### config.mk
export PLATFORM = sky130hd
export DESIGN_NAME = fifo_rr_sched
export DESIGN_NICKNAME = d
export VERILOG_FILES = /design/src/rtl/fifo_sched_pkg.sv /design/src/rtl/fifo_rr_sched_rr_pick.sv /design/src/rtl/fifo_rr_sched.sv
export SDC_FILE = /design/constraint.sdc
export NUM_CORES = 1
export LEC_CHECK = 0
export ABC_AREA = 0
export BUFFER_PORTS_ARGS = -buffer_cell sky130_fd_sc_hd__clkbuf_2
export CAP_MARGIN = 40
export CORE_UTILIZATION = 41
export DETAILED_ROUTE_END_ITERATION = 10
export GPL_ROUTABILITY_DRIVEN = 0
export PLACE_DENSITY = 0.71
export SLEW_MARGIN = 20
export SYNTH_ARGS = -nofsm -noshare
export SYNTH_HDL_FRONTEND = slang
export SYNTH_SLANG_ARGS = --single-unit
### constraint.sdc
create_clock -name CLK -period 2.87 [get_ports CLK]
set_input_delay 0.287 -clock CLK [delete_from_list [all_inputs] [get_ports CLK]]
set_output_delay 0.287 -clock CLK [all_outputs]
set_load 0.03 [all_outputs]
### src/rtl/fifo_sched_pkg.sv
// Shared types and constants for the round-robin source-FIFO scheduler.
package fifo_sched_pkg;

   typedef enum logic [1:0] {
      IDLE  = 2'd0,
      GRANT = 2'd1,
      BURST = 2'd2
   } state_t;

   localparam int SKID_DEPTH = 2;
   localparam int PERF_W     = 16;

endpackage

### src/rtl/fifo_rr_sched_rr_pick.sv
// Cyclic first-one finder: returns the first asserted req at or after ptr,
// wrapping around, plus a valid flag when any req is set.
module rr_pick #(
   parameter int NSRC = 4,
   parameter int IDW  = $clog2(NSRC)
) (
   input  logic [NSRC-1:0] req,
   input  logic [IDW-1:0]  ptr,
   output logic [IDW-1:0]  gnt_id,
   output logic            valid
);

   logic [IDW-1:0] idx;

   // scan NSRC positions starting at ptr, keep the first hit
   always_comb begin
      gnt_id = '0;
      valid  = 1'b0;
      idx    = '0;
      for (int i = 0; i < NSRC; i++) begin
         idx = IDW'((int'(ptr) + i) % NSRC);
         if (!valid && req[idx]) begin
            valid  = 1'b1;
            gnt_id = idx;
         end
      end
   end

endmodule

### src/rtl/fifo_rr_sched.sv
// Round-robin burst scheduler: drains NSRC source FIFOs (1-cycle read latency)
// into one sink FIFO, tagging every word with its source ID.
// Optional build macro FIFO_RR_SCHED_PERF_EN adds per-source write counters
// (PERF_CNT output, PERF_CLR input).
//
// state | meaning
// IDLE  | waiting for EN and a non-empty source
// GRANT | one cycle, latches the picked source and clears the burst count
// BURST | popping the granted source while it has data, EN and credit
module fifo_rr_sched #(
   parameter int DWIDTH = 32,
   parameter int NSRC   = 4,
   parameter int BURST  = 8,
   parameter int IDW    = $clog2(NSRC)
) (
   input  logic                   CLK,
   input  logic                   RST,
   input  logic                   EN,
   input  logic [NSRC-1:0]        SRC_EMPTY,
   output logic [NSRC-1:0]        SRC_RD_EN,
   input  logic [NSRC*DWIDTH-1:0] SRC_DOUT,
   input  logic                   SNK_FULL,
   output logic                   SNK_WR_EN,
   output logic [DWIDTH-1:0]      SNK_DIN,
   output logic [IDW-1:0]         SNK_ID,
   output logic [IDW-1:0]         GNT_ID,
   output logic                   BUSY
`ifdef FIFO_RR_SCHED_PERF_EN
   ,
   input  logic                   PERF_CLR,
   output logic [NSRC*16-1:0]     PERF_CNT
`endif
);

   import fifo_sched_pkg::*;

   localparam int CW = $clog2(BURST + 1);

   state_t            state;
   logic [CW-1:0]     burst_cnt;
   logic [IDW-1:0]    rr_ptr;
   logic [IDW-1:0]    pick_id;
   logic              pick_valid;
   logic              inflight;
   logic [IDW-1:0]    inflight_tag;
   logic [DWIDTH-1:0] skid_data [SKID_DEPTH];
   logic [IDW-1:0]    skid_tag  [SKID_DEPTH];
   logic [1:0]        skid_cnt;
   logic [1:0]        occ_after;
   logic [1:0]        wr_pos;
   logic              credit;
   logic              pop;
   logic              last;
   logic              snk_wr;
   logic [DWIDTH-1:0] cap_data;

   rr_pick #(.NSRC(NSRC), .IDW(IDW)) u_pick (
      .req    (~SRC_EMPTY),
      .ptr    (rr_ptr),
      .gnt_id (pick_id),
      .valid  (pick_valid)
   );

   // credit: a new pop must still find a skid slot when its word lands
   always_comb begin
      snk_wr    = (skid_cnt != 2'd0) && !SNK_FULL;
      occ_after = 2'(inflight) + skid_cnt - 2'(snk_wr);
      credit    = occ_after < 2'd2;
      pop       = (state == fifo_sched_pkg::BURST) && EN && !SRC_EMPTY[GNT_ID] && credit;
      last      = burst_cnt == CW'(BURST - 1);
      wr_pos    = skid_cnt - 2'(snk_wr);
      cap_data  = SRC_DOUT[inflight_tag*DWIDTH +: DWIDTH];
      SRC_RD_EN = '0;
      SRC_RD_EN[GNT_ID] = pop;
      SNK_WR_EN = snk_wr;
      SNK_DIN   = skid_data[0];
      SNK_ID    = skid_tag[0];
      BUSY      = (state != IDLE) || inflight || (skid_cnt != 2'd0);
   end

   // grant FSM, burst counter and round-robin pointer
   always_ff @(posedge CLK or negedge RST) begin
      if (!RST) begin
         state     <= IDLE;
         burst_cnt <= '0;
         rr_ptr    <= '0;
         GNT_ID    <= '0;
      end else begin
         case (state)
            IDLE: begin
               if (EN && pick_valid) state <= GRANT;
            end
            GRANT: begin
               if (pick_valid) begin
                  GNT_ID    <= pick_id;
                  burst_cnt <= '0;
                  state     <= fifo_sched_pkg::BURST;
               end else begin
                  state <= IDLE;
               end
            end
            fifo_sched_pkg::BURST: begin
               if (pop) burst_cnt <= burst_cnt + 1'b1;
               if ((pop && last) || !EN || SRC_EMPTY[GNT_ID]) begin
                  state  <= IDLE;
                  rr_ptr <= (GNT_ID == IDW'(NSRC - 1)) ? '0 : GNT_ID + 1'b1;
               end
            end
            default: state <= IDLE;
         endcase
      end
   end

   // in-flight tracking and 2-entry skid; head shifts out on sink write,
   // the landing word goes into the first free slot after that shift
   always_ff @(posedge CLK or negedge RST) begin
      if (!RST) begin
         inflight     <= 1'b0;
         inflight_tag <= '0;
         skid_cnt     <= '0;
         for (int i = 0; i < SKID_DEPTH; i++) begin
            skid_data[i] <= '0;
            skid_tag[i]  <= '0;
         end
      end else begin
         inflight     <= pop;
         inflight_tag <= GNT_ID;
         if (snk_wr) begin
            skid_data[0] <= skid_data[1];
            skid_tag[0]  <= skid_tag[1];
         end
         if (inflight) begin
            skid_data[wr_pos[0]] <= cap_data;
            skid_tag[wr_pos[0]]  <= inflight_tag;
         end
         skid_cnt <= skid_cnt + 2'(inflight) - 2'(snk_wr);
      end
   end

`ifdef FIFO_RR_SCHED_PERF_EN
   logic [PERF_W-1:0] perf [NSRC];

   // per-source saturating write counters, clear beats increment
   always_ff @(posedge CLK or negedge RST) begin
      if (!RST) begin
         for (int i = 0; i < NSRC; i++) perf[i] <= '0;
      end else begin
         for (int i = 0; i < NSRC; i++) begin
            if (PERF_CLR) perf[i] <= '0;
            else if (snk_wr && SNK_ID == IDW'(i) && perf[i] != {PERF_W{1'b1}})
               perf[i] <= perf[i] + 1'b1;
         end
      end
   end

   // flatten counters onto the output bus
   always_comb begin
      PERF_CNT = '0;
      for (int i = 0; i < NSRC; i++) PERF_CNT[i*PERF_W +: PERF_W] = perf[i];
   end
`endif

endmodule

==> results of run 1 <==
## through the flow
stage          instance area [µm²]  total power, mW  std cells  hold WS, ps  utilization [%]
3_3_place_gp                  5499            4.372        650        385.2            50.07
5_1_grt                       5958            6.161        672        66.99            54.25
4_1_cts                       5903            5.790        669        30.75            53.75
2_1_floorplan                 4710            4.054        380       -8.591                -
3_5_place_dp                  5499            4.487        650        397.3            50.07
6_report                      5958            5.786        672        11.51            54.25
## cell type report
type	count	area, µm²
clock buffers	10	229.0
clock inverters	6	90.09
fillers	955	5025
inverters	9	38.79
multi-input cells	232	2276
flip-flops and latches	83	2081
well taps	140	175.2
repair buffers	192	1069
## how the worst max path moves through the flow
stage / from / endpoint / slack [ps] / cells after the start
finish: skid_cnt[1]$_DFF_PN0_ / SRC_RD_EN[3] / 120 / 11
global route: skid_cnt[0]$_DFF_PN0_ / SRC_RD_EN[3] / 40 / 11
detailed placement: skid_cnt[1]$_DFF_PN0_ / SRC_RD_EN[3] / 80 / 11
floorplan: skid_cnt[1]$_DFF_PN0_ / SRC_RD_EN[0] / 40 / 11
CTS: skid_cnt[1]$_DFF_PN0_ / SRC_RD_EN[3] / 30 / 11
global placement: skid_cnt[1]$_DFF_PN0_ / SRC_RD_EN[2] / 180 / 11
## Yosys cell counts (2+ instances only)
master,n
sky130_fd_sc_hd__dfrtp_1,83
sky130_fd_sc_hd__buf_4,40
sky130_fd_sc_hd__mux2i_1,39
sky130_fd_sc_hd__nor2_1,37
sky130_fd_sc_hd__a21oi_1,36
sky130_fd_sc_hd__mux2_2,36
sky130_fd_sc_hd__mux4_2,32
sky130_fd_sc_hd__nand2_1,10
sky130_fd_sc_hd__clkbuf_1,9
sky130_fd_sc_hd__inv_1,8
sky130_fd_sc_hd__ha_1,7
sky130_fd_sc_hd__buf_2,5
sky130_fd_sc_hd__nor2b_1,5
sky130_fd_sc_hd__and2_1,4
sky130_fd_sc_hd__o21ai_0,3
sky130_fd_sc_hd__o31ai_1,3
sky130_fd_sc_hd__buf_1,2
sky130_fd_sc_hd__nor4_1,2
sky130_fd_sc_hd__xnor2_1,2
## critical path, delay by kind of cell, from the launching register on
family	cells	cell delay (ps)
xor gates and xnor gates	2	320
adders and majority gates	2	460
buffers and inverters	3	270
DFF	1	430
and+or+nand+nor	4	680
## cell families after synthesis
| kind of cell | count (synthesis) | synth area share, % |
|---|---|---|
| xor gates and xnor gates | 2 | 0.3728 |
| buffers and inverters | 65 | 8.546 |
| muxes | 108 | 32.51 |
| adders and majority gates | 7 | 1.864 |
| DFF | 83 | 44.20 |
| and+or+nand+nor | 67 | 6.683 |
| AOI/OAI and AO/OA | 48 | 5.831 |
## routing by layer
layer  up-vias  track usage, %  share of wire [%]
li1       1644               -                  -
met1      1665           20.61                 41
met2       104           32.26                 53
met3         7           3.228                4.8
met4         0           5.019               0.79
met5         -               0                  0
## power breakdown
| group | internal [mW] | switching (mW) | leakage [nW] |
|---|---|---|---|
| sequential | 1.66 | 0.398 | 1.07 |
| combinational | 1.25 | 1.28 | 1.69 |
| clock | 0.763 | 0.446 | 0.153 |
## repair_timing
| action | 4_1_cts | 5_1_grt |
|---|---|---|
| pin swaps | 4 | 3 |
| buffers inserted | 3 | 2 |
| resized for setup | 14 | 1 |
| setup endpoints to repair | 4 | 4 |
==> impl_results.html, run 1 <==
<table>
<tr><th>Metric</th><th>Value</th></tr>
<tr><th colspan="2">Setup path</th></tr>
<tr><td>Crit path capture type</td><td>output port</td></tr>
<tr><td>Highest fanout seen on the critical path</td><td>6</td></tr>
<tr><td>Reg2reg setup slack</td><td>540 ps</td></tr>
<tr><td>Critical Path, Cell by Cell</td><td>nor2_4 &gt; nor2_4 &gt; ha_4 &gt; inv_1 &gt; ha_1 &gt; xnor2_2 &gt; xnor2_2 &gt; or3_4 &gt; clkinv_4 &gt; and2_2 &gt; clkbuf_8</td></tr>
<tr><td>Cell with the largest stage delay on the worst path</td><td>sky130_fd_sc_hd__dfrtp_2</td></tr>
<tr><td>R2r endpoint</td><td>rr_ptr[1]$_DFFE_PN0P_</td></tr>
<tr><td>Type of element launching the critical path</td><td>register</td></tr>
<tr><td>Critical path required time</td><td>around 2600 ps</td></tr>
<tr><td>Arrival time at the worst endpoint</td><td>around 2500 ps</td></tr>
<tr><td>Critical path class</td><td>register to output port</td></tr>
<tr><td>Delay contributed by the slowest stage of the critical path</td><td>430 ps</td></tr>
<tr><td>R2R depth</td><td>11</td></tr>
<tr><td>Startpoint of the most critical register-to-register path</td><td>skid_cnt[1]$_DFF_PN0_</td></tr>
<tr><th colspan="2">GRT</th></tr>
<tr><td>Total grt overflow</td><td>0</td></tr>
<tr><td>First-pass GRT wire length</td><td>15960 µm</td></tr>
<tr><td>GRT Resource Usage Total</td><td>between 10% and 20%</td></tr>
<tr><td>Number of antenna violations at the first check in global routing</td><td>0</td></tr>
<tr><td>Vias in the first global route</td><td>about 3400</td></tr>
<tr><td>Pin count of the biggest net entering global routing</td><td>57</td></tr>
<tr><th colspan="2">Power and ir drop</th></tr>
<tr><td>Leakage</td><td>~2.9 nW</td></tr>
<tr><td>Pwr per Cell Area</td><td>971.0 mW/mm²</td></tr>
<tr><td>Maximum vdd drop</td><td>0.5010 mV</td></tr>
<tr><th colspan="2">Logic synthesis</th></tr>
<tr><td>Post-synth top area cell</td><td>sky130_fd_sc_hd__dfrtp_1</td></tr>
<tr><td>Synthesized instance count</td><td>380</td></tr>
<tr><td>Seq cells post-synth</td><td>83</td></tr>
<tr><td>EDFF count, synth</td><td>0</td></tr>
<tr><td>Netlist area before placement</td><td>roughly 0.0047 mm²</td></tr>
<tr><td>Number of distinct library cells after synthesis</td><td>36</td></tr>
<tr><td>Async set or reset register ratio after synthesis</td><td>between 90% and 100%</td></tr>
<tr><td>Most area-consuming cells after synthesis</td><td>sky130_fd_sc_hd__dfrtp_1 44%, sky130_fd_sc_hd__mux4_2 15%, sky130_fd_sc_hd__mux2_2 8.6%</td></tr>
<tr><td>Synthesis warning total</td><td>0</td></tr>
<tr><td>Post-synth net total</td><td>523</td></tr>
<tr><td>Top_reg_cell synth</td><td>sky130_fd_sc_hd__dfrtp_1</td></tr>
<tr><td>Yosys top cell area share</td><td>44.20%</td></tr>
<tr><td>Sequential element share of the synthesized area</td><td>about 44%</td></tr>
<tr><td>Mean instance size in the synthesized netlist</td><td>approximately 12 µm²</td></tr>
<tr><th colspan="2">Cells and area</th></tr>
<tr><td>Number of diodes</td><td>0</td></tr>
<tr><td>Area grow syn2layout</td><td>26.78%</td></tr>
<tr><td>Number of nets in the layout</td><td>670</td></tr>
<tr><td>Commonest non-fill, non-tap cells in the layout</td><td>172 x sky130_fd_sc_hd__clkbuf_2, 80 x sky130_fd_sc_hd__dfrtp_1, 39 x sky130_fd_sc_hd__mux2i_1</td></tr>
<tr><td>Ratio of cells with drive above 1 in the final layout</td><td>around 55%</td></tr>
<tr><td>Most frequent standard cell in the layout excluding fill and tap cells</td><td>sky130_fd_sc_hd__clkbuf_2</td></tr>
<tr><th colspan="2">Timing</th></tr>
<tr><td>Worst Clk Skew</td><td>6.593 ps</td></tr>
<tr><td>Highest clock frequency the design can meet</td><td>about 360 MHz</td></tr>
<tr><td>Final-report hold violation count</td><td>0</td></tr>
<tr><td>TNS Setup</td><td>0 ps</td></tr>
<tr><td>RSZ-0062 raised after global routing</td><td>no</td></tr>
<tr><td>Setup violations, final</td><td>0</td></tr>
<tr><td>Actual slew at the worst max-slew pin</td><td>716.8 ps</td></tr>
<tr><td>Rel. slew slack</td><td>between 50% and 60%</td></tr>
<tr><td>Shortest clock period the worst path allows after layout</td><td>approximately 2800 ps</td></tr>
<tr><td>Pins over their slew limit</td><td>0</td></tr>
<tr><td>Min setup slack post-route</td><td>116.9 ps</td></tr>
<tr><td>Final period utilization</td><td>approximately 96%</td></tr>
<tr><th colspan="2">Placed design</th></tr>
<tr><td>Post-placement setup slack</td><td>about 80 ps</td></tr>
<tr><td>Final HPWL DP</td><td>7492 µm</td></tr>
<tr><td># port buffers</td><td>177</td></tr>
<tr><th colspan="2">Clock tree</th></tr>
<tr><td>CTS Buf Count</td><td>9</td></tr>
<tr><td>Hold-fix buffer count after cts</td><td>0</td></tr>
<tr><td>H-Tree Level Count</td><td>3</td></tr>
<tr><td>Maximum buffer depth of the clock tree</td><td>2</td></tr>
<tr><td>Clock-pin slew reported for the worst setup and hold paths after clock tree synthesis</td><td>60 ps</td></tr>
<tr><td>Root buf cell</td><td>sky130_fd_sc_hd__clkbuf_16</td></tr>
<tr><td>Clock latency of the later-clocked register in the worst-skew pair</td><td>between 300 and 400 ps</td></tr>
<tr><td>Clock tree from TritonCTS</td><td>built</td></tr>
<tr><td>Sink Count</td><td>83</td></tr>
<tr><th colspan="2">Floorplan</th></tr>
<tr><td>Y dimension of the die</td><td>approximately 110 µm</td></tr>
<tr><td>Placeable core region</td><td>between 0.01 and 0.015 mm²</td></tr>
<tr><td>Initial cell density of the core</td><td>42.79%</td></tr>
<tr><td>Std-Cell Rows</td><td>38</td></tr>
<tr><td>Die Span X</td><td>between 100 and 150 µm</td></tr>
<tr><td>Area of the die</td><td>0.01189 mm²</td></tr>
<tr><td>I/O pin count</td><td>between 150 and 200</td></tr>
<tr><th colspan="2">Detailed routing</th></tr>
<tr><td>Number of DRC violations after detailed routing</td><td>0</td></tr>
<tr><td>Post-detailed-route wirelength per cell</td><td>about 15 µm</td></tr>
<tr><td>Number of iterations in the first detailed-routing pass</td><td>4</td></tr>
<tr><td>Drt via density</td><td>slightly above 5</td></tr>
<tr><td>Remaining antenna violation count</td><td>0</td></tr>
<tr><td>Number of DRC markers after the initial detailed-route iteration</td><td>about 110</td></tr>
<tr><td>Detailed Route WL</td><td>slightly above 10000 µm</td></tr>
<tr><td>Total vias in the final route</td><td>approximately 3400</td></tr>
<tr><th colspan="2">Status</th></tr>
<tr><td>Status</td><td>completed</td></tr>
<tr><th colspan="2">Run</th></tr>
<tr><td>Number of violations of the max-capacitance limit</td><td>0</td></tr>
<tr><th colspan="2">Min path</th></tr>
<tr><td>Class of the tightest hold or removal check</td><td>input port to async pin</td></tr>
</table>
Power figures use the tool's default switching activity.
==> run 2: changes to the inputs <==
--- a/config.mk
+++ b/config.mk
@@ -11,7 +11,9 @@
 export CORE_UTILIZATION = 41
 export DETAILED_ROUTE_END_ITERATION = 10
 export GPL_ROUTABILITY_DRIVEN = 0
-export PLACE_DENSITY = 0.71
+export HOLD_SLACK_MARGIN = 0.06
+export PLACE_DENSITY = 0.68
+export SETUP_SLACK_MARGIN = 0.15
 export SLEW_MARGIN = 20
 export SYNTH_ARGS = -nofsm -noshare
 export SYNTH_HDL_FRONTEND = slang
==> impl_results.html, run 2 (same netlist as run 1, synthesis figures left out) <==
<table>
<tr><th>Metric</th><th>Value</th></tr>
<tr><th colspan="2">Timing</th></tr>
<tr><td>Final period utilization</td><td>93.83% (-2.1 points)</td></tr>
<tr><td>Pins over their slew limit</td><td>0 (unchanged)</td></tr>
<tr><td>Min setup slack post-route</td><td>177.0 ps (+60.13 ps)</td></tr>
<tr><td>Highest clock frequency the design can meet</td><td>371.3 MHz (+2.2%)</td></tr>
<tr><td>TNS Setup</td><td>0 ps (unchanged)</td></tr>
<tr><td>Actual slew at the worst max-slew pin</td><td>662.5 ps (-54.36 ps)</td></tr>
<tr><td>Rel. slew slack</td><td>55.83% (+3.6 points)</td></tr>
<tr><td>Worst Clk Skew</td><td>3.531 ps (-3.062 ps)</td></tr>
<tr><td>Minimum hold slack</td><td>233.9 ps (+222.4 ps)</td></tr>
<tr><td>Shortest clock period the worst path allows after layout</td><td>2693 ps (-60.13 ps)</td></tr>
<tr><td>Final-report hold violation count</td><td>0 (unchanged)</td></tr>
<tr><td>Setup violations, final</td><td>0 (unchanged)</td></tr>
<tr><td>RSZ-0062 raised after global routing</td><td>yes</td></tr>
<tr><th colspan="2">GRT</th></tr>
<tr><td>Vias in the first global route</td><td>3555 (+4.8%)</td></tr>
<tr><td>First-pass GRT wire length</td><td>16600 µm (+4.0%)</td></tr>
<tr><td>Number of antenna violations at the first check in global routing</td><td>0 (unchanged)</td></tr>
<tr><td>Pin count of the biggest net entering global routing</td><td>48 (-16%)</td></tr>
<tr><td>GRT Resource Usage Total</td><td>18.23% (+0.71 points)</td></tr>
<tr><td>Total grt overflow</td><td>0 (unchanged)</td></tr>
<tr><th colspan="2">Cells and area</th></tr>
<tr><td>Commonest non-fill, non-tap cells in the layout</td><td>172 x sky130_fd_sc_hd__clkbuf_2, 80 x sky130_fd_sc_hd__dfrtp_1, 39 x sky130_fd_sc_hd__mux2i_1</td></tr>
<tr><td>Number of nets in the layout</td><td>673 (+0.45%)</td></tr>
<tr><td>Area grow syn2layout</td><td>28.67%</td></tr>
<tr><td>Ratio of cells with drive above 1 in the final layout</td><td>55.51% (+0.44 points)</td></tr>
<tr><td>Number of diodes</td><td>0 (unchanged)</td></tr>
<tr><td>Most frequent standard cell in the layout excluding fill and tap cells</td><td>sky130_fd_sc_hd__clkbuf_2</td></tr>
<tr><th colspan="2">Setup path</th></tr>
<tr><td>Delay contributed by the slowest stage of the critical path</td><td>430 ps (about the same)</td></tr>
<tr><td>Crit path capture type</td><td>output port</td></tr>
<tr><td>Type of element launching the critical path</td><td>register</td></tr>
<tr><td>Highest fanout seen on the critical path</td><td>5 (-1)</td></tr>
<tr><td>Crit-path leading delay family</td><td>simple AND/OR/NAND/NOR gates</td></tr>
<tr><td>Critical Path, Cell by Cell</td><td>nor2_4 &gt; nor2_4 &gt; ha_4 &gt; inv_2 &gt; ha_4 &gt; xnor2_4 &gt; xnor2_2 &gt; or3_4 &gt; clkinv_4 &gt; and2_4 &gt; buf_8</td></tr>
<tr><td>Cell with the largest stage delay on the worst path</td><td>sky130_fd_sc_hd__dfrtp_2</td></tr>
<tr><td>Critical path required time</td><td>2580 ps (about the same)</td></tr>
<tr><td>Arrival time at the worst endpoint</td><td>2410 ps (-60 ps)</td></tr>
<tr><td>Critical path class</td><td>register to output port</td></tr>
<tr><td>Worst Path Buf+Inv</td><td>3 (unchanged)</td></tr>
<tr><th colspan="2">Floorplan</th></tr>
<tr><td>Initial cell density of the core</td><td>42.79% (unchanged)</td></tr>
<tr><td>Area of the die</td><td>0.01189 mm² (unchanged)</td></tr>
<tr><td>I/O pin count</td><td>178 (unchanged)</td></tr>
<tr><td>Placeable core region</td><td>0.01098 mm² (unchanged)</td></tr>
<tr><td>Die Span X</td><td>109.1 µm (unchanged)</td></tr>
<tr><td>Y dimension of the die</td><td>109.1 µm (unchanged)</td></tr>
<tr><td>Std-Cell Rows</td><td>38 (unchanged)</td></tr>
<tr><th colspan="2">Detailed routing</th></tr>
<tr><td>Number of iterations in the first detailed-routing pass</td><td>4 (unchanged)</td></tr>
<tr><td>Drt via density</td><td>5.153 (+1.2%)</td></tr>
<tr><td>Detailed Route WL</td><td>10190 µm (+0.11%)</td></tr>
<tr><td>Total vias in the final route</td><td>3478 (+1.7%)</td></tr>
<tr><td>Post-detailed-route wirelength per cell</td><td>15.10 µm (-0.34%)</td></tr>
<tr><td>Remaining antenna violation count</td><td>0 (unchanged)</td></tr>
<tr><td>Number of DRC violations after detailed routing</td><td>0 (unchanged)</td></tr>
<tr><td>Number of DRC markers after the initial detailed-route iteration</td><td>99 (-8.3%)</td></tr>
<tr><th colspan="2">Min path</th></tr>
<tr><td>Class of the tightest hold or removal check</td><td>input port to register</td></tr>
<tr><th colspan="2">Clock tree</th></tr>
<tr><td>CTS Buf Count</td><td>9 (unchanged)</td></tr>
<tr><td>Root buf cell</td><td>sky130_fd_sc_hd__clkbuf_16</td></tr>
<tr><td>Maximum buffer depth of the clock tree</td><td>2 (unchanged)</td></tr>
<tr><td>Sink Count</td><td>83 (unchanged)</td></tr>
<tr><td>Clock-pin slew reported for the worst setup and hold paths after clock tree synthesis</td><td>60 ps (about the same)</td></tr>
<tr><td>H-Tree Level Count</td><td>3 (unchanged)</td></tr>
<tr><td>Clock tree from TritonCTS</td><td>built</td></tr>
<tr><td>Clock latency of the later-clocked register in the worst-skew pair</td><td>330 ps (about the same)</td></tr>
<tr><th colspan="2">Power and ir drop</th></tr>
<tr><td>Maximum vdd drop</td><td>0.6293 mV (+26%)</td></tr>
<tr><td>Pwr per Cell Area</td><td>977.7 mW/mm² (+0.69%)</td></tr>
<tr><td>Leakage</td><td>2.942 nW (+1.1%)</td></tr>
<tr><th colspan="2">Run</th></tr>
<tr><td>Number of violations of the max-capacitance limit</td><td>0 (unchanged)</td></tr>
<tr><th colspan="2">Status</th></tr>
<tr><td>Status</td><td>completed</td></tr>
<tr><th colspan="2">Placed design</th></tr>
<tr><td>Final HPWL DP</td><td>7429 µm (-0.84%)</td></tr>
<tr><td>Post-placement setup slack</td><td>236.0 ps (+156.0 ps)</td></tr>
<tr><td># port buffers</td><td>177 (unchanged)</td></tr>
</table>
==> run 2: cell types whose count changed in the layout (fill, tap and decap cells not counted), moves of 2 or more <==
cell	before	now
sky130_fd_sc_hd__buf_8	0	4
sky130_fd_sc_hd__clkbuf_8	4	2
sky130_fd_sc_hd__clkinv_4	3	1
sky130_fd_sc_hd__and2_4	0	4
sky130_fd_sc_hd__and2_2	4	0
==> run 2: timing repair <==
action	4_1_cts	5_1_grt
endpoints found under the setup margin	4	5
hold endpoints to repair	36	0
resized for setup	20	5
pin swaps	10	6
hold buffers	1	0
setup buffers	8	0
==> run 2: final cells by class <==
cell class	count	area (µm²)
clock buffer	12	256.5
clock inverter	4	72.57
fill	944	4936
inverter	9	38.79
multi-input combinational	232	2305
sequential	83	2081
tap	140	175.2
timing repair buffer	195	1119
==> run 2: path summary, 6_finish.rpt <==
kind | from | to | slack [ps] | depth (start not counted)
hold reg to reg | burst_cnt[3]$_DFFE_PN0P_ | burst_cnt[3]$_DFFE_PN0P_ | 500 | 1
max in group asynchronous | RST | inflight_tag[0]$_DFF_PN0_ | 1790 | 3
setup / recovery | skid_cnt[1]$_DFF_PN0_ | SRC_RD_EN[0] | 180 | 11
hold / removal | EN | state[0]$_DFFE_PN0P_ | 230 | 2
min in group asynchronous | RST | SNK_DIN[30]$_DFF_PN0_ | 460 | 2
setup reg to reg | skid_cnt[1]$_DFF_PN0_ | burst_cnt[3]$_DFFE_PN0P_ | 260 | 13
==> run 2: where the power goes <==
part | switching [mW] | internal (mW)
combinational | 1.30 | 1.31
clock | 0.447 | 0.808
sequential | 0.401 | 1.66
total | 2.14 | 3.77
==> run 2: through the flow <==
| step | util [%] | area (µm²) | power (mW) | instances |
|---|---|---|---|---|
| global route | 55.06 | 6047 | 6.288 | 675 |
| global placement | 50.02 | 5494 | 4.384 | 648 |
| floorplan | - | 4720 | 4.064 | 380 |
| finish | 55.06 | 6047 | 5.912 | 675 |
| detailed placement | 50.27 | 5522 | 4.496 | 649 |
| CTS | 54.66 | 6003 | 5.944 | 674 |
==> run 2: routing by layer <==
layer	track usage, %	wire (µm)	up-vias
met5	0	0	-
met4	8.591	196	0
met3	2.630	517	15
met2	31.81	5274	104
met1	22.06	4201	1712
li1	-	-	1647
==> run 3: changes to the inputs <==
--- a/config.mk
+++ b/config.mk
@@ -12,7 +12,7 @@
 export DETAILED_ROUTE_END_ITERATION = 10
 export GPL_ROUTABILITY_DRIVEN = 0
 export HOLD_SLACK_MARGIN = 0.06
-export PLACE_DENSITY = 0.68
+export PLACE_DENSITY = 0.72
 export SETUP_SLACK_MARGIN = 0.15
 export SLEW_MARGIN = 20
 export SYNTH_ARGS = -nofsm -noshare
==> impl_results.html, run 3 (same netlist as run 1, synthesis figures left out) <==
<table>
<tr><th>Metric</th><th>Value</th></tr>
<tr><th colspan="2">Cells and area</th></tr>
<tr><td>Number of diodes</td><td>0 (unchanged)</td></tr>
<tr><td>Number of nets in the layout</td><td>673 (unchanged)</td></tr>
<tr><td>Commonest non-fill, non-tap cells in the layout</td><td>172 x sky130_fd_sc_hd__clkbuf_2, 81 x sky130_fd_sc_hd__dfrtp_1, 39 x sky130_fd_sc_hd__mux2i_1</td></tr>
<tr><td>Ratio of cells with drive above 1 in the final layout</td><td>54.87% (-0.65 points)</td></tr>
<tr><td>Area grow syn2layout</td><td>27.74%</td></tr>
<tr><td>Most frequent standard cell in the layout excluding fill and tap cells</td><td>sky130_fd_sc_hd__clkbuf_2</td></tr>
<tr><th colspan="2">GRT</th></tr>
<tr><td>Total grt overflow</td><td>0 (unchanged)</td></tr>
<tr><td>First-pass GRT wire length</td><td>16460 µm (-0.87%)</td></tr>
<tr><td>Number of antenna violations at the first check in global routing</td><td>0 (unchanged)</td></tr>
<tr><td>GRT Resource Usage Total</td><td>18.27% (+0.041 points)</td></tr>
<tr><td>Pin count of the biggest net entering global routing</td><td>48 (unchanged)</td></tr>
<tr><td>Vias in the first global route</td><td>3415 (-3.9%)</td></tr>
<tr><th colspan="2">Floorplan</th></tr>
<tr><td>Area of the die</td><td>0.01189 mm² (unchanged)</td></tr>
<tr><td>Initial cell density of the core</td><td>42.79% (unchanged)</td></tr>
<tr><td>Y dimension of the die</td><td>109.1 µm (unchanged)</td></tr>
<tr><td>Std-Cell Rows</td><td>38 (unchanged)</td></tr>
<tr><td>I/O pin count</td><td>178 (unchanged)</td></tr>
<tr><td>Placeable core region</td><td>0.01098 mm² (unchanged)</td></tr>
<tr><td>Die Span X</td><td>109.1 µm (unchanged)</td></tr>
<tr><th colspan="2">Setup path</th></tr>
<tr><td>Critical path class</td><td>register to output port</td></tr>
<tr><td>Critical path required time</td><td>2580 ps (about the same)</td></tr>
<tr><td>Arrival time at the worst endpoint</td><td>2410 ps (about the same)</td></tr>
<tr><td>Type of element launching the critical path</td><td>register</td></tr>
<tr><td>Critical Path, Cell by Cell</td><td>nor2_4 &gt; nor2_4 &gt; ha_4 &gt; inv_2 &gt; ha_4 &gt; xnor2_4 &gt; xnor2_2 &gt; or3_4 &gt; clkinv_4 &gt; and2_4 &gt; clkbuf_8</td></tr>
<tr><td>Cell with the largest stage delay on the worst path</td><td>sky130_fd_sc_hd__dfrtp_1</td></tr>
<tr><td>Crit path capture type</td><td>output port</td></tr>
<tr><td>Delay contributed by the slowest stage of the critical path</td><td>400 ps (-30 ps)</td></tr>
<tr><td>Highest fanout seen on the critical path</td><td>5 (unchanged)</td></tr>
<tr><th colspan="2">Placed design</th></tr>
<tr><td># port buffers</td><td>177 (unchanged)</td></tr>
<tr><td>Post-placement setup slack</td><td>213.5 ps (-22.52 ps)</td></tr>
<tr><td>Final HPWL DP</td><td>7670 µm (+3.2%)</td></tr>
<tr><th colspan="2">Timing</th></tr>
<tr><td>Final period utilization</td><td>93.88% (about the same)</td></tr>
<tr><td>Final-report hold violation count</td><td>0 (unchanged)</td></tr>
<tr><td>Worst Clk Skew</td><td>8.177 ps (+4.646 ps)</td></tr>
<tr><td>Pins over their slew limit</td><td>0 (unchanged)</td></tr>
<tr><td>TNS Setup</td><td>0 ps (unchanged)</td></tr>
<tr><td>Highest clock frequency the design can meet</td><td>371.2 MHz (about the same)</td></tr>
<tr><td>Setup violations, final</td><td>0 (unchanged)</td></tr>
<tr><td>Min setup slack post-route</td><td>175.7 ps (-1.288 ps)</td></tr>
<tr><td>RSZ-0062 raised after global routing</td><td>yes</td></tr>
<tr><td>Rel. slew slack</td><td>56.46% (+0.63 points)</td></tr>
<tr><td>Shortest clock period the worst path allows after layout</td><td>2694 ps (+1.288 ps)</td></tr>
<tr><td>Actual slew at the worst max-slew pin</td><td>653.1 ps (-9.393 ps)</td></tr>
<tr><th colspan="2">Clock tree</th></tr>
<tr><td>Maximum buffer depth of the clock tree</td><td>2 (unchanged)</td></tr>
<tr><td>Clock-pin slew reported for the worst setup and hold paths after clock tree synthesis</td><td>60 ps (about the same)</td></tr>
<tr><td>Root buf cell</td><td>sky130_fd_sc_hd__clkbuf_16</td></tr>
<tr><td>CTS Buf Count</td><td>9 (unchanged)</td></tr>
<tr><td>Clock latency of the later-clocked register in the worst-skew pair</td><td>330 ps (about the same)</td></tr>
<tr><td>Sink Count</td><td>83 (unchanged)</td></tr>
<tr><td>H-Tree Level Count</td><td>3 (unchanged)</td></tr>
<tr><td>Clock tree from TritonCTS</td><td>built</td></tr>
<tr><th colspan="2">Detailed routing</th></tr>
<tr><td>Remaining antenna violation count</td><td>0 (unchanged)</td></tr>
<tr><td>Total vias in the final route</td><td>3485 (+0.20%)</td></tr>
<tr><td>Number of iterations in the first detailed-routing pass</td><td>4 (unchanged)</td></tr>
<tr><td>Number of DRC violations after detailed routing</td><td>0 (unchanged)</td></tr>
<tr><td>Detailed Route WL</td><td>10590 µm (+3.9%)</td></tr>
<tr><td>Post-detailed-route wirelength per cell</td><td>15.71 µm (+4.1%)</td></tr>
<tr><td>Number of DRC markers after the initial detailed-route iteration</td><td>130 (+31%)</td></tr>
<tr><td>Drt via density</td><td>5.171 (+0.35%)</td></tr>
<tr><th colspan="2">Power and ir drop</th></tr>
<tr><td>Share of total power in sequential cells</td><td>35.2% (+0.4 points)</td></tr>
<tr><td>Power share of the combinational group</td><td>45.2% (+1.2 points)</td></tr>
<tr><td>Switching part of the total</td><td>37.06% (+0.81 points)</td></tr>
<tr><td>Pwr per Cell Area</td><td>961.6 mW/mm² (-1.6%)</td></tr>
<tr><td>Leakage</td><td>2.919 nW (-0.78%)</td></tr>
<tr><td>Power share of the clock group</td><td>19.6% (-1.6 points)</td></tr>
<tr><td>Switching Power</td><td>2.139 mW (-0.17%)</td></tr>
<tr><td>Overall Power</td><td>5.773 mW (-2.4%)</td></tr>
<tr><td>Internal power of the cells</td><td>3.633 mW (-3.6%)</td></tr>
<tr><td>Maximum vdd drop</td><td>0.6805 mV (+8.1%)</td></tr>
<tr><th colspan="2">Status</th></tr>
<tr><td>Status</td><td>completed</td></tr>
<tr><th colspan="2">Min path</th></tr>
<tr><td>Class of the tightest hold or removal check</td><td>input port to register</td></tr>
<tr><th colspan="2">Run</th></tr>
<tr><td>Number of violations of the max-capacitance limit</td><td>0 (unchanged)</td></tr>
</table>
run 3: final timing paths:
| path | end | cells after the start | slack (ps) | start |
|---|---|---|---|---|
| setup reg to reg | rr_ptr[0]$_DFFE_PN0P_ | 11 | 590 | skid_cnt[0]$_DFF_PN0_ |
| hold / removal | state[0]$_DFFE_PN0P_ | 2 | 230 | EN |
| min in group asynchronous | state[0]$_DFFE_PN0P_ | 2 | 460 | RST |
| hold reg to reg | register | 1 | 510 | register |
| setup / recovery | SRC_RD_EN[1] | 11 | 180 | skid_cnt[0]$_DFF_PN0_ |
| max in group asynchronous | skid_cnt[1]$_DFF_PN0_ | 3 | 1800 | RST |
run 3: worst max-delay path, delay by kind of cell, from the launching register on:
kind          cells  cell delay, ps
simple gates      4             700
xor+xnor          2             280
fa+ha+maj         2             430
buf+inv           3             250
flops             1             400
run 3: layout make-up:
cell class                 instances  area [µm²]
clock inverter                     2       37.54
fill                             928        4980
tap                              140       175.2
inverter                           9       38.79
multi-input combinational        232        2305
sequential                        83        2079
clock buffer                      13       250.2
timing repair buffer             195        1117
run 3: through the flow:
step	cell area, µm²	cells	util (%)	hold WS (ps)
3_5_place_dp	5555	651	50.58	286.4
2_1_floorplan	4720	380	-	-8.591
5_1_grt	6003	674	54.66	246.1
6_report	6003	674	54.66	227.5
3_3_place_gp	5513	649	50.19	479.6
4_1_cts	5984	672	54.49	221.2
run 3: repair_timing:
item | in CTS | in global routing
setup endpoints to repair | 4 | 4
setup buffers | 5 | 2
hold buffers | 1 | 0
gates resized for setup | 21 | 3
pin swaps | 7 | 4
hold endpoints to repair | 36 | 0
run 3: per-layer routing:
metal  vias to the layer above  GRT usage [%]  part of all wire, %
li1                       1641              -                    -
met1                      1727          22.54                   42
met2                       108          32.17                   52
met3                         9          3.646                  5.0
met4                         0          5.309                  1.1
met5                         -              0                    0
run 3: power groups by stage:
stage / Clock, mW / Sequential (mW) / Combinational (mW)
6_report: 1.13 / 2.03 / 2.61
5_1_grt: 1.22 / 2.10 / 2.83
4_1_cts: 1.16 / 2.03 / 2.62
3_5_place_dp: 0 / 2.04 / 2.49
3_3_place_gp: 0 / 2.05 / 2.35
2_1_floorplan: 0 / 1.90 / 2.16
